--- src/rtl/ifetch_unit_if.sv ---
// Fetch-unit bus: imem address/data, redirect/halt control and the decode handshake.
interface ifetch_unit_if #(
  parameter int N = 32
);
  logic [N-1:0] imem_addr;
  logic [N-1:0] imem_instr;
  logic         redirect_valid;
  logic [N-1:0] redirect_pc;
  logic         halt;
  logic         dec_valid;
  logic [N-1:0] dec_instr;
  logic [N-1:0] dec_pc;
  logic         dec_ready;

  // Fetch-unit side.
  modport master (
    output imem_addr, dec_valid, dec_instr, dec_pc,
    input  imem_instr, redirect_valid, redirect_pc, halt, dec_ready
  );

  // Core / memory / decode side.
  modport slave (
    input  imem_addr, dec_valid, dec_instr, dec_pc,
    output imem_instr, redirect_valid, redirect_pc, halt, dec_ready
  );
endinterface

--- src/rtl/ifetch_unit.sv ---
// Instruction fetch: PC register, combinational imem address, prefetch FIFO toward decode,
// redirect flush and halt control.
module ifetch_unit #(
  parameter int             N        = 32,
  parameter logic [N-1:0]   RESET_PC = '0,
  parameter int             DEPTH    = 2
) (
  input  logic          clk,
  input  logic          nrst,
  ifetch_unit_if.master bus
);
  localparam int AW = (DEPTH > 1) ? $clog2(DEPTH) : 1;
  localparam int CW = AW + 1;

  typedef enum logic {RUN = 1'b0, HALTED = 1'b1} state_t;

  state_t                    state_q;
  logic [N-1:0]              pc_q;
  logic [CW-1:0]             cnt_q, cnt_d;
  logic [AW-1:0]             rd_q, wr_q;
  logic [DEPTH-1:0][N-1:0]   fifo_pc_q;
  logic [DEPTH-1:0][N-1:0]   fifo_instr_q;

  logic full, pop, push;
  logic unused_rpc_lsb;

  // Target low bits are forced to zero; they never reach the PC.
  assign unused_rpc_lsb = ^bus.redirect_pc[1:0];

  assign full  = (cnt_q == CW'(DEPTH));
  assign pop   = bus.dec_valid & bus.dec_ready;
  // A pop frees the slot in the same cycle, so a full FIFO still fetches while decode drains.
  assign push  = (state_q == RUN) & ~bus.halt & ~bus.redirect_valid & (~full | pop);
  assign cnt_d = cnt_q + CW'(push) - CW'(pop);

  assign bus.imem_addr = {2'b00, pc_q[N-1:2]};
  // Head comes straight from FIFO registers; gated to zero while empty so stale entries never leak.
  assign bus.dec_valid = (cnt_q != '0);
  assign bus.dec_instr = bus.dec_valid ? fifo_instr_q[rd_q] : '0;
  assign bus.dec_pc    = bus.dec_valid ? fifo_pc_q[rd_q]    : '0;

  // Run/halt FSM; a redirect always forces one fetch decision in RUN.
  always_ff @(posedge clk or negedge nrst) begin
    if (!nrst) begin
      state_q <= RUN;
    end else begin
      case (state_q)
        RUN:     if (bus.halt && !bus.redirect_valid) state_q <= HALTED;
        HALTED:  if (!bus.halt || bus.redirect_valid) state_q <= RUN;
        default: state_q <= RUN;
      endcase
    end
  end

  // PC, pointers and occupancy; redirect flushes and overrides any push/pop.
  always_ff @(posedge clk or negedge nrst) begin
    if (!nrst) begin
      pc_q  <= RESET_PC;
      cnt_q <= '0;
      rd_q  <= '0;
      wr_q  <= '0;
    end else if (bus.redirect_valid) begin
      pc_q  <= {bus.redirect_pc[N-1:2], 2'b00};
      cnt_q <= '0;
      rd_q  <= '0;
      wr_q  <= '0;
    end else begin
      if (push) begin
        pc_q <= pc_q + N'(4);
        wr_q <= wr_q + AW'(1);
      end
      if (pop) rd_q <= rd_q + AW'(1);
      cnt_q <= cnt_d;
    end
  end

  // FIFO storage: capture the fetched word with the PC it came from.
  always_ff @(posedge clk or negedge nrst) begin
    if (!nrst) begin
      fifo_pc_q    <= '0;
      fifo_instr_q <= '0;
    end else if (push) begin
      fifo_pc_q[wr_q]    <= pc_q;
      fifo_instr_q[wr_q] <= bus.imem_instr;
    end
  end
endmodule

--- src/flat_wrapper.sv ---
// flat-port wrapper written by rule: the top's interface ports become plain ports
module ifetch_unit_flat 
#(
  parameter int             N        = 32,
  parameter logic [N-1:0]   RESET_PC = '0,
  parameter int             DEPTH    = 2
)
  (clk, nrst, bus_imem_addr, bus_dec_valid, bus_dec_instr, bus_dec_pc, bus_imem_instr, bus_redirect_valid, bus_redirect_pc, bus_halt, bus_dec_ready);
  ifetch_unit_if #(.N(N)) bus_i ();
  input  logic clk;
  input  logic nrst;
  output wire logic [$bits(bus_i.imem_addr)-1:0] bus_imem_addr;
  output wire logic [$bits(bus_i.dec_valid)-1:0] bus_dec_valid;
  output wire logic [$bits(bus_i.dec_instr)-1:0] bus_dec_instr;
  output wire logic [$bits(bus_i.dec_pc)-1:0] bus_dec_pc;
  input wire logic [$bits(bus_i.imem_instr)-1:0] bus_imem_instr;
  input wire logic [$bits(bus_i.redirect_valid)-1:0] bus_redirect_valid;
  input wire logic [$bits(bus_i.redirect_pc)-1:0] bus_redirect_pc;
  input wire logic [$bits(bus_i.halt)-1:0] bus_halt;
  input wire logic [$bits(bus_i.dec_ready)-1:0] bus_dec_ready;
  assign bus_imem_addr = bus_i.imem_addr;
  assign bus_dec_valid = bus_i.dec_valid;
  assign bus_dec_instr = bus_i.dec_instr;
  assign bus_dec_pc = bus_i.dec_pc;
  assign bus_i.imem_instr = bus_imem_instr;
  assign bus_i.redirect_valid = bus_redirect_valid;
  assign bus_i.redirect_pc = bus_redirect_pc;
  assign bus_i.halt = bus_halt;
  assign bus_i.dec_ready = bus_dec_ready;
  ifetch_unit #(.N(N), .RESET_PC(RESET_PC), .DEPTH(DEPTH)) u_core (.clk(clk), .nrst(nrst), .bus(bus_i));
endmodule
--- config.mk ---
export PLATFORM = sky130hd
export DESIGN_NAME = ifetch_unit_flat
export DESIGN_NICKNAME = d
export VERILOG_FILES = /design/src/rtl/ifetch_unit_if.sv /design/src/rtl/ifetch_unit.sv /design/src/flat_wrapper.sv
export SDC_FILE = /design/constraint.sdc
export NUM_CORES = 1
export LEC_CHECK = 0
export ABC_AREA = 1
export BUFFER_PORTS_ARGS = -buffer_cell sky130_fd_sc_hd__buf_2
export CORE_MARGIN = 8
export CORE_UTILIZATION = 50
export DETAILED_ROUTE_END_ITERATION = 7
export PLACE_DENSITY_LB_ADDON = 0.15
export SYNTH_ARGS = -nofsm -noshare
export SYNTH_HDL_FRONTEND = slang
export SYNTH_SLANG_ARGS = --single-unit
--- constraint.sdc ---
create_clock -name clk -period 1.8 [get_ports clk]
set_clock_uncertainty 0.15 [all_clocks]
set_input_delay 0 -clock clk [delete_from_list [all_inputs] [get_ports clk]]
set_output_delay 0 -clock clk [all_outputs]
set_load 0.05 [all_outputs]
* Word level (Yosys, flattened, before mapping)
Cells that the tools add are included.
Word-level totals: register bits 165, input bits 69, output and inout bits 97, logic and storage cells 55
Cells by class: add/subtract/negate cells 5, $lt $le $gt $ge 3, eq/ne operators 1, muxes and demuxes 20, bitwise gates (word level) 9, reduce and logical (&&, ||, !) cells 8
Operator list (count):
- two-way mux 32 bit | 9
- bitwise mux 64 bit | 2
- adder 32 x 3 -> 32 bit (second input constant) | 1
- demux 32 bit (select 1 bit) | 1
- two-way mux 1 bit | 6
- nonzero test 2 bit | 3
- AND 1 bit | 4
- less-than comparator 1 x 2 -> 1 bit (second input constant) | 2
- NOT 1 bit | 4
- adder 1 bit (second input constant) | 2
- adder 2 x 1 -> 2 bit | 1
- equality test 2 bit (second input constant) | 1
- logical AND 1 bit | 2
- zero test 1 bit | 2
- two-way mux 2 bit | 1
- one-hot mux 1 bit (2 select lines) | 1
- subtractor 2 x 1 -> 2 bit | 1
- >= comparator 1 bit (second input constant) | 1
- logical OR 1 bit | 1
- OR 1 bit | 1

* Longest topological paths before layout
Gate-level depths: netlist (run 1).
depth after elaboration 7, gate-level depth with buffers 9, mapped depth without buffers 9

* Least setup slack after synthesis (run 1)
No wires, ideal clock.
path type register to register, from reg u_core.pc_q[3], to reg u_core.pc_q[22], library setup time 0.118 ns, data arrival time 1.710 ns, required time 1.532 ns, path slack -0.178 ns, stages on the path, launching flop included 9, path buffers 0, period minus slack after synthesis 1.978 ns, cell sequence dfrtp_1 > ha_1 > nand2_1 > nor2_1 > nand2_1 > nor2_1 > nand3_1 > nand3_1 > nand2_1
On the way: longest elaborated chain between the ends 3
Ends and longest elaborated chain:
- from (decl) | line ifetch_unit.sv:18 | logic [N-1:0] pc_q;
- from (signal assigned) | line ifetch_unit.sv:63 | pc_q <= {bus.redirect_pc[N-1:2], 2'b00};
- from (signal assigned) | line ifetch_unit.sv:69 | pc_q <= pc_q + N'(4);
- adder 32 x 3 -> 32 bit | line ifetch_unit.sv:69
- two-way mux 32 bit | line ifetch_unit.sv:68 | if (push) begin
- two-way mux 32 bit | line ifetch_unit.sv:62 | end else if (bus.redirect_valid) begin
Every way passes these cells. The select of a mux whose other input is x is not followed. A chain may end at the register's enable or synchronous reset.

* Worst setup path after layout (run 1)
from reg u_core.rd_q, to out bus_dec_instr[11]
On the way: longest elaborated chain between the ends 3
Ends and longest elaborated chain:
- from (decl) | line ifetch_unit.sv:20 | logic [AW-1:0] rd_q, wr_q;
- from (signal assigned) | line ifetch_unit.sv:72 | if (pop) rd_q <= rd_q + AW'(1);
- two-way mux 32 bit (implied by the code) (2 in a row) | line ifetch_unit.sv:39 | assign bus.dec_instr = bus.dec_valid ? fifo_instr_q[rd_q] : '0;
- two-way mux 32 bit | line ifetch_unit.sv:39
- to (decl) | line flat_wrapper.sv:14 | output wire logic [$bits(bus_i.dec_instr)-1:0] bus_dec_instr;
Every way passes these cells. The select of a mux whose other input is x is not followed.

==> summary.txt, run 1 <==
Crit path launch type = flop
Gpl congestion = 0.869
Hold Crit Class = input pin to flop
Core Util, Final = 71.1%
Die W = 142 um
Max Freq = 566 MHz
Clock share of power = 20.6%
CTS max path bufs = 2
Total power = 17.8 mW
Flop pwr share = 31.3%
Post-synth top flop = dfrtp_1
CP max FO = 23
Post-synth EDFFs = 0
Setup CP Type = flop to output pin
Ant. Diodes = 0
Final Hold Slack = 0.237 ns
Fraction of power spent switching nets = 43.7%
Worst EP required = 1.65 ns
Share of layout cells above drive strength 1 = 24.2%
Row cnt = 46
Nets@finish = 1346
DP HPWL = 14600 um
Reg2reg start = u_core.cnt_q[1]$_DFF_PN0_
Final min period = 1.77 ns
Reg area = 0.00398 mm2
Largest delay contributor family on the critical path = buffers and inverters
CTS tree = built
Sw power = 7.77 mW
Hold path cells = 4
Final Hold Viols = 0
Worst Min Path Start = bus_imem_instr[26]
GR Util All Layers = 23.4%
DR iter-0 viols = 444
Mapped Avg Cell Area = 7.62 um2
Critical-path cell with the highest stage delay = dfrtp_2
Leakage power = 5.36 nW
Tcrit/Tclk final = 98.1%
Worst IR Drop VDD = 0.723 mV
Flop2flop setup slack = 0.05 ns
Fill count = 1281
DR vias/cell = 5.02
WHS Endpoint = u_core.fifo_instr_q[26]$_DFFE_PN0P_
Slew Limit Fails = 0
Pwr Density = 1600 mW/mm2
Crit end category = output pin
Worst path bufs/invs = 3
Initial antenna violation count = 0
Root buffer cell = clkbuf_16
Yosys warns = 0
Core box area = 0.0157 mm2
H-tree depth = 4
Seq cells post-synth = 159
Post-Syn Area = 0.00789 mm2
Clock-pin slew on the worst setup and hold paths = 0.06 ns
RSZ-0062 raised after global routing = yes
DRT Wirelength = 23300 um
# setup viols final = 0
Int Power = 9.99 mW
Combinational fraction of design power = 48.1%
First drt pass iteration count = 5
# clock sinks = 159
DRC violations left = 0
Post-Syn Instances = 1035
Async S/R FF share, synth = 100%
Cell depth of the worst flop-to-flop path = 8
Die area = 0.0200 mm2
Seq/Total Area, Yosys = 50.5%
Multi-input logic area = 0.00345 mm2
Wire per inst = 15.5 um
First-pass GRT wire length = 37400 um
CTS buffer count = 17
Worst skew pair latency = 0.42 ns
Area growth, synth to finish = 41.1%
RR Endpoint = u_core.cnt_q[1]$_DFF_PN0_
CP peak stage delay = 0.45 ns
Initial core utilization = 50.4%
Largest net degree at the start of global routing = 75
Status = completed
Die height = 142 um
Cells along the critical path = clkinv_4 -> buf_16 -> nand2_1 -> a21oi_2 -> buf_4
Post-route ant nets = 0
GR Overflow Total = 0
Yosys cell types = 28
I/O pin count = 166
Via Count = 7550
Port buffer count = 159
Crit path DAT = 1.62 ns
Vias in the first global route = 7466
Max-Cap Viols = 0
[area by class of cell]
class	instances	share of cell area (%)
well taps	216	2.43
flip-flops and latches	159	35.8
multi-input cells	725	31.0
clock buffers	22	4.17
repair buffers	276	22.1
inverters	95	3.27
clock inverters	10	1.23
[worst max path at each step]
stage | from | to | cells after the start
after floorplan | u_core.cnt_q[1]$_DFF_PN0_ | u_core.cnt_q[1]$_DFF_PN0_ | 7
after global placement | u_core.pc_q[3]$_DFFE_PN0P_ | u_core.pc_q[22]$_DFFE_PN0P_ | 8
after detailed placement | u_core.pc_q[3]$_DFFE_PN0P_ | u_core.pc_q[26]$_DFFE_PN0P_ | 8
after CTS | u_core.rd_q$_DFFE_PN0P_ | bus_dec_instr[3] | 5
after global routing | u_core.rd_q$_DFFE_PN0P_ | bus_dec_pc[17] | 4
final | u_core.rd_q$_DFFE_PN0P_ | bus_dec_instr[11] | 5
[logic make-up (layout without fill, tap and decap cells)]
family | count (synthesis) | after routing | synth area share (%)
compound gates | 214 | 214 | 14.0
xor+xnor | 6 | 6 | 0.666
fa+ha+maj | 3 | 3 | 0.476
buf+inv | 154 | 403 | 9.36
flops | 159 | 159 | 50.5
other cells | 1 | 4 | 0.0476
simple gates | 498 | 498 | 25.0
[layer usage]
layer,GRT usage [%],vias up,share of wire (%)
met5,0,-,0
met4,7.24,0,1.7
met3,4.70,24,5.3
met2,38.9,209,49
met1,30.1,3553,44
li1,-,3764,-
[through the flow]
stage	cell area, um2	TNS (ns)	setup slack, ns	instances
2_1_floorplan	8120	-0.0331	-0.0292	1038
3_3_place_gp	9190	0	0.0825	1380
3_5_place_dp	9190	0	0.0518	1380
4_1_cts	11000	-0.540	-0.0534	1500
5_1_grt	11100	-0.313	-0.0283	1503
6_report	11100	0	0.0335	1503
[Yosys cell counts, types with 2 or more instances]
cell	n	area [um2]
a21oi_1	63	315
and2_1	2	12.5
buf_1	6	22.5
buf_2	3	15.0
buf_4	5	37.5
buf_6	18	203
clkbuf_1	27	101
dfrtp_1	159	3980
ha_1	3	37.5
inv_1	93	349
nand2_1	390	1460
nand2_2	2	12.5
nand2_4	2	22.5
nand3_1	50	250
nor2_1	46	173
nor2_2	2	12.5
nor3_1	2	10.0
o211ai_1	5	37.5
o21ai_0	36	180
o21ai_1	105	526
o21ai_2	5	43.8
xor2_1	5	43.8
[worst min-delay path, stage by stage]
cell           delay, ns
dlygate4sd3_1       0.52
buf_2               0.09
inv_1               0.04
o21ai_1             0.11
[repair_timing]
action,4_1_cts,5_1_grt
pin swaps,1,3
endpoints found under the hold margin,257,0
hold buffers,84,0
buffers inserted,1,1
resized for setup,84,30
cloned,3,2
endpoints found under the setup margin,63,70
[cell usage in the layout, fill, tap and decap left out, types with 19 or more instances in the layout]
cell,synthesis,routed
nand2_1,390,386
dfrtp_1,159,155
o21ai_1,105,105
buf_2,3,96
inv_1,93,93
dlygate4sd3_1,0,84
a21oi_2,0,59
nand3_1,50,50
nor2_1,46,40
buf_4,5,38
o21ai_0,36,36
buf_6,18,33
clkbuf_16,0,19
[sequential cells by signal, summed over array words and instances (netlist names)]
| name | cells |
|---|---|
| u_core.pc_q | 30 |
| u_core.state_q | 1 |
| u_core.cnt_q | 2 |
| u_core.fifo_pc_q | 60 |
| u_core.fifo_instr_q | 64 |
| u_core.wr_q | 1 |
| u_core.rd_q | 1 |
[power by group through the flow]
stage	Clock [mW]	Combinational, mW	Sequential [mW]
after CTS	3.72	8.17	5.51
final	3.66	8.55	5.55
after global routing	3.86	9.15	5.69
after floorplan	0	5.03	5.73
after global placement	0	7.02	5.51
after detailed placement	0	7.10	5.56
Note: power is estimated with default switching activity, not from simulation.
==> run 2, diff against run 1 <==
--- a/config.mk
+++ b/config.mk
@@ -10,6 +10,7 @@
 export CORE_MARGIN = 8
 export CORE_UTILIZATION = 50
 export DETAILED_ROUTE_END_ITERATION = 7
+export GPL_TIMING_DRIVEN = 0
 export PLACE_DENSITY_LB_ADDON = 0.15
 export SYNTH_ARGS = -nofsm -noshare
 export SYNTH_HDL_FRONTEND = slang
==> run 2 against run 1 <==
Net effect: the run now ends with negative setup slack left; sequential cell count unchanged; register-to-register slack got worse by 0.04 ns; core utilization is 3.2 points higher; global-route usage grew 1.1 points; sequential power is 0.7% higher; sequential share of layout area is 1.6 points lower; via count rose by 3.2%; total power up 6.1%; critical path depth unchanged; maximum frequency shrank 1.9%; critical path type unchanged; critical endpoint is now bus_dec_pc[15].
==> summary.txt, run 2 (synthesis gave the netlist of run 1 again) <==
Status = finished, violations left
Violated checks = negative setup slack
Final min period = 1.80 ns
First drt pass iteration count = 5
Clock-pin slew on the worst setup and hold paths = 0.06 ns
Initial core utilization = 50.4%
Setup CP Type = flop to output pin
CTS tree = built
# clock sinks = 159
Worst skew pair latency = 0.43 ns
Wire per inst = 16.2 um
Area growth, synth to finish = 47.5%
CP max FO = 5
Metal-1 WL = 10400 um
Hold Crit Class = input pin to flop
Core box area = 0.0157 mm2
Die W = 142 um
Top Registers = u_core.fifo_instr_q x64, u_core.fifo_pc_q x60, u_core.pc_q x30
Ant. Diodes = 0
H-tree depth = 4
Crit path DAT = 1.65 ns
Crit end category = output pin
GR Util All Layers = 24.5%
Port buffer count = 158
DR top layer = met4
Commonest cells after routing, fill and taps aside = nand2_1 (374), dfrtp_1 (156), o21ai_1 (105)
Slew Limit Fails = 0
DR iter-0 viols = 453
Via Count = 7790
Die area = 0.0200 mm2
I/O pin count = 166
Nets@finish = 1374
Worst EP required = 1.65 ns
Slew @ Worst Pin = 0.523 ns
Gpl congestion = 0.899
Max-Cap Viols = 0
CTS buffer count = 17
Design Area, Final = 0.0116 mm2
RSZ-0062 raised after global routing = yes
WL met2 = 12300 um
Reg with most FFs = u_core.fifo_instr_q
PnR worst setup slack = -0.00130 ns
Commonest non-fill, non-tap cell in the layout = nand2_1
Leakage power = 5.59 nW
DR vias/cell = 5.09
Largest net degree at the start of global routing = 96
DP Area = 0.00922 mm2
Max-slew headroom = 65.1%
Tcrit/Tclk final = 100%
DRC violations left = 0
Fill count = 1175
WL met3 = 1600 um
Row cnt = 46
Worst IR Drop VDD = 0.836 mV
Initial antenna violation count = 0
Root buffer cell = clkbuf_16
Largest register FFs = 64
Vias in the first global route = 7954
DP HPWL = 16200 um
Die height = 142 um
# setup viols final = 1
DRT Wirelength = 24800 um
Share of layout cells above drive strength 1 = 27.8%
GR Overflow Total = 0
Crit path launch type = flop
Max Freq = 555 MHz
Final Hold Slack = 0.179 ns
CTS max path bufs = 2
Core Util, Final = 74.3%
First-pass GRT wire length = 39300 um
Post-route ant nets = 0
Sum Neg Setup Slack = -0.00130 ns
Pwr Density = 1620 mW/mm2
Final Hold Viols = 0
-- run 2: cell types whose count changed in the layout (fill, tap and decap cells not counted), moves of 6 or more --
cell and delta:
dlygate4sd3_1 -12, buf_8 +19, buf_6 +39, a21oi_4 +7, buf_12 -11, nand2_2 +9
buf_4 -16, clkbuf_2 +7, nand2_1 -12, clkbuf_1 +6
-- run 2: per-layer routing --
metal  global-route usage [%]  up-vias
met5                        0        -
li1                         -     3804
met4                     7.57        0
met3                     5.01       30
met2                     42.2      271
met1                     30.3     3685
-- run 2: power by group --
part	switching (mW)	leakage (nW)	total (mW)	internal, mW
sequential	0.795	1.99	5.59	4.79
clock	1.45	0.312	4.05	2.60
combinational	5.78	3.29	9.21	3.43
-- run 2: metrics by stage --
| step | total power [mW] | std cells | setup WS (ns) |
|---|---|---|---|
| floorplan | 10.8 | 1038 | -0.0292 |
| global placement | 12.4 | 1412 | -2.10 |
| detailed placement | 12.6 | 1413 | -0.578 |
| CTS | 17.6 | 1521 | -0.00510 |
| global route | 19.8 | 1530 | -0.0796 |
| finish | 18.8 | 1530 | -0.00130 |
-- run 2: final timing paths --
kind                                                         start                                  end  slack [ns]  depth (start not counted)
worst max-delay path                       u_core.rd_q$_DFFE_PN0P_                       bus_dec_pc[15]      -0.001                          5
worst min-delay path                           bus_redirect_pc[15]          u_core.pc_q[15]$_DFFE_PN0P_        0.18                          4
worst max register to register           u_core.cnt_q[1]$_DFF_PN0_            u_core.cnt_q[1]$_DFF_PN0_        0.01                          8
worst min register to register  u_core.fifo_instr_q[1]$_DFFE_PN0P_   u_core.fifo_instr_q[1]$_DFFE_PN0P_        0.33                          2
max in group asynchronous                                     nrst  u_core.fifo_instr_q[37]$_DFFE_PN0P_        0.13                          4
min in group asynchronous                                     nrst   u_core.fifo_instr_q[5]$_DFFE_PN0P_        0.50                          3
-- run 2: final cells by class --
| type | count | area (um2) | area share [%] |
|---|---|---|---|
| plain buffers | 58 | 622 | 5.35 |
| clock inverters | 10 | 210 | 1.81 |
| inverters | 95 | 367 | 3.15 |
| well taps | 216 | 270 | 2.32 |
| clock buffers | 21 | 440 | 3.79 |
| multi-input cells | 725 | 3620 | 31.2 |
| repair buffers | 246 | 2120 | 18.2 |
| flip-flops and latches | 159 | 3980 | 34.2 |
-- run 2: what timing repair did --
action,4_1_cts,5_1_grt
pin swaps,10,35
buffers inserted,5,5
endpoints found under the hold margin,257,0
gates cloned,0,5
hold buffers,72,0
setup endpoints to repair,70,207
resized for setup,139,136
-- run 2: worst max-delay path: stages, from the launching register on --
cell and delay [ns]:
dfrtp_2 0.47, buf_8 0.17, clkbuf_16 0.16, nand2_2 0.06
a21oi_4 0.19, buf_6 0.18
==> run 3, diff against run 2 <==
--- a/config.mk
+++ b/config.mk
@@ -8,10 +8,11 @@
 export ABC_AREA = 1
 export BUFFER_PORTS_ARGS = -buffer_cell sky130_fd_sc_hd__buf_2
 export CORE_MARGIN = 8
-export CORE_UTILIZATION = 50
+export CORE_UTILIZATION = 59
 export DETAILED_ROUTE_END_ITERATION = 7
 export GPL_TIMING_DRIVEN = 0
 export PLACE_DENSITY_LB_ADDON = 0.15
 export SYNTH_ARGS = -nofsm -noshare
 export SYNTH_HDL_FRONTEND = slang
 export SYNTH_SLANG_ARGS = --single-unit
+export TNS_END_PERCENT = 5
==> constraint.sdc (replaced) <==
create_clock -name clk -period 2.3 [get_ports clk]
set_clock_uncertainty 0.15 [all_clocks]
set_input_delay 0 -clock clk [delete_from_list [all_inputs] [get_ports clk]]
set_output_delay 0 -clock clk [all_outputs]
set_load 0.05 [all_outputs]
==> run 3 against run 2 <==
Net effect: the flow now finishes without violations; final cell count shrank 3.2%; die area shrank 14%; sequential share of layout area grew 4.2 points; via count grew 2.9%; hold slack lost 0.17 ns; critical path depth is the same; sequential cell count is the same; setup slack gained 0.060 ns; first-iteration DRC count grew 58%; register-to-register slack gained 0.08 ns; critical path type unchanged; critical endpoint is now bus_dec_instr[3]; largest power group unchanged.
==> summary.txt, run 3 (synthesis gave the netlist of run 1 again) <==
DRT Wirelength = 24200 um
Die height = 132 um
Final min period = 2.24 ns
Sum Neg Setup Slack = 0 ns
Critical-path cell with the highest stage delay = clkbuf_1
PnR worst setup slack = 0.0590 ns
CTS buffer count = 17
Port buffer count = 158
CTS max path bufs = 2
# setup viols final = 0
RR Endpoint = u_core.pc_q[3]$_DFFE_PN0P_
Status = completed
Row cnt = 42
Leakage power = 5.29 nW
Max-Cap Viols = 0
First-pass GRT wire length = 39600 um
Crit path DAT = 2.09 ns
Core box area = 0.0131 mm2
GR Util All Layers = 28.0%
Clock-pin slew on the worst setup and hold paths = 0.06 ns
Post-route ant nets = 0
Slew @ Worst Pin = 0.685 ns
H-tree depth = 4
Largest register FFs = 64
Reg with most FFs = u_core.fifo_instr_q
Area growth, synth to finish = 31.4%
DR vias/cell = 5.41
Placement Setup Slack = -0.0270 ns
Share of layout cells above drive strength 1 = 18.3%
Slew Limit Fails = 0
Setup CP Type = flop to output pin
Commonest cells after routing, fill and taps aside = nand2_1 (390), buf_2 (160), dfrtp_1 (159)
CP max FO = 10
Wire per inst = 16.3 um
Reg2reg start = u_core.state_q$_DFF_PN0_
Gpl congestion = 0.916
Nets@finish = 1367
Final Hold Slack = 0.00561 ns
DR iter-0 viols = 717
Crit path launch type = flop
DP HPWL = 15600 um
Flop2flop setup slack = 0.09 ns
Final Hold Viols = 0
Top Registers = u_core.fifo_instr_q x64, u_core.fifo_pc_q x60, u_core.pc_q x30
Placed Cells incl. Taps = 1373
DRC violations left = 0
Max Freq = 446 MHz
Initial core utilization = 60.0%
CTS tree = built
Commonest non-fill, non-tap cell in the layout = nand2_1
Final Non-Filler Cells = 1481
Worst skew pair latency = 0.43 ns
Initial antenna violation count = 1
Worst EP required = 2.15 ns
I/O pin count = 166
GR Overflow Total = 0
Crit end category = output pin
CP peak stage delay = 0.44 ns
Die area = 0.0173 mm2
Die W = 132 um
Fill count = 953
Root buffer cell = clkbuf_16
Vias in the first global route = 7954
Via Count = 8013
Hold Crit Class = input pin to async pin
Worst IR Drop VDD = 0.621 mV
Pwr Density = 1220 mW/mm2
RSZ-0062 raised after global routing = yes
Cells along the critical path = clkbuf_2 -> clkbuf_1 -> nand2_1 -> a21oi_1 -> buf_2
Tcrit/Tclk final = 97.4%
First drt pass iteration count = 5
Max-slew headroom = 54.3%
Largest net degree at the start of global routing = 87
Cell depth of the worst flop-to-flop path = 8
# clock sinks = 159
## run 3: changes by cell type in the layout (fill, tap and decap cells not counted), sizes merged
cell | previous run | this run
buf | 215 | 190
clkbuf | 38 | 48
dlygate4sd3 | 72 | 79
bufinv | 6 | 4
clkinv | 2 | 4
clkinvlp | 1 | 0
diode | 0 | 1
inv | 96 | 95
## run 3: power by group
group	internal (mW)	leakage [nW]	switching [mW]
clock	1.84	0.297	1.08
sequential	3.75	1.99	0.589
combinational	1.42	3.00	3.93
total	7.00	5.29	5.60
## run 3: final cells by class
cell class	count	area, um2	share of cell area [%]
multi-input combinational	725	3190	30.8
tap	176	220	2.13
clock inverter	8	140	1.35
inverter	95	359	3.47
sequential	159	3980	38.4
antenna	1	2.50	0.0242
buffer	59	393	3.79
timing repair buffer	238	1620	15.6
clock buffer	20	457	4.41
## run 3: worst max path at each step
stage / cells past startpoint / slack (ns) / to / startpoint
6_report: 5 / 0.06 / bus_dec_instr[3] / u_core.rd_q$_DFFE_PN0P_
5_1_grt: 5 / -0.04 / bus_dec_instr[4] / u_core.rd_q$_DFFE_PN0P_
4_1_cts: 4 / 0.005 / bus_dec_instr[4] / u_core.cnt_q[1]$_DFF_PN0_
3_5_place_dp: 7 / -0.03 / u_core.cnt_q[1]$_DFF_PN0_ / u_core.cnt_q[1]$_DFF_PN0_
3_3_place_gp: 1 / -1.19 / u_core.fifo_instr_q[37]$_DFFE_PN0P_ / nrst
2_1_floorplan: 8 / 0.32 / u_core.pc_q[22]$_DFFE_PN0P_ / u_core.pc_q[3]$_DFFE_PN0P_
## run 3: worst max-delay path: cells and delay by family, from the launching register on
family / cells / cell delay, ns
AO/OA/AOI/OAI: 1 / 0.22
buffers and inverters: 3 / 0.99
flip-flops: 1 / 0.36
AND/OR/NAND/NOR: 1 / 0.10
## run 3: repair_timing
action	CTS	global route
setup buffers	0	0
pin swaps	0	0
endpoints found under the setup margin	62	41
resized for setup	7	11
hold buffers	79	0
hold endpoints to repair	183	0
cloned	0	0
## run 3: through the flow
step	cell area [um2]	total power, mW	utilization [%]
after floorplan	7900	8.08	-
after global placement	8910	9.35	67.8
after detailed placement	8940	9.47	68.1
after CTS	10300	12.5	78.7
after global routing	10400	13.3	78.8
final	10400	12.6	78.8
## run 3: per-layer routing
| metal | track usage [%] | share of wire (%) |
|---|---|---|
| met2 | 46.5 | 48 |
| met4 | 11.3 | 3.2 |
| met5 | 0 | 0 |
| met1 | 34.3 | 41 |
| met3 | 7.09 | 7.6 |
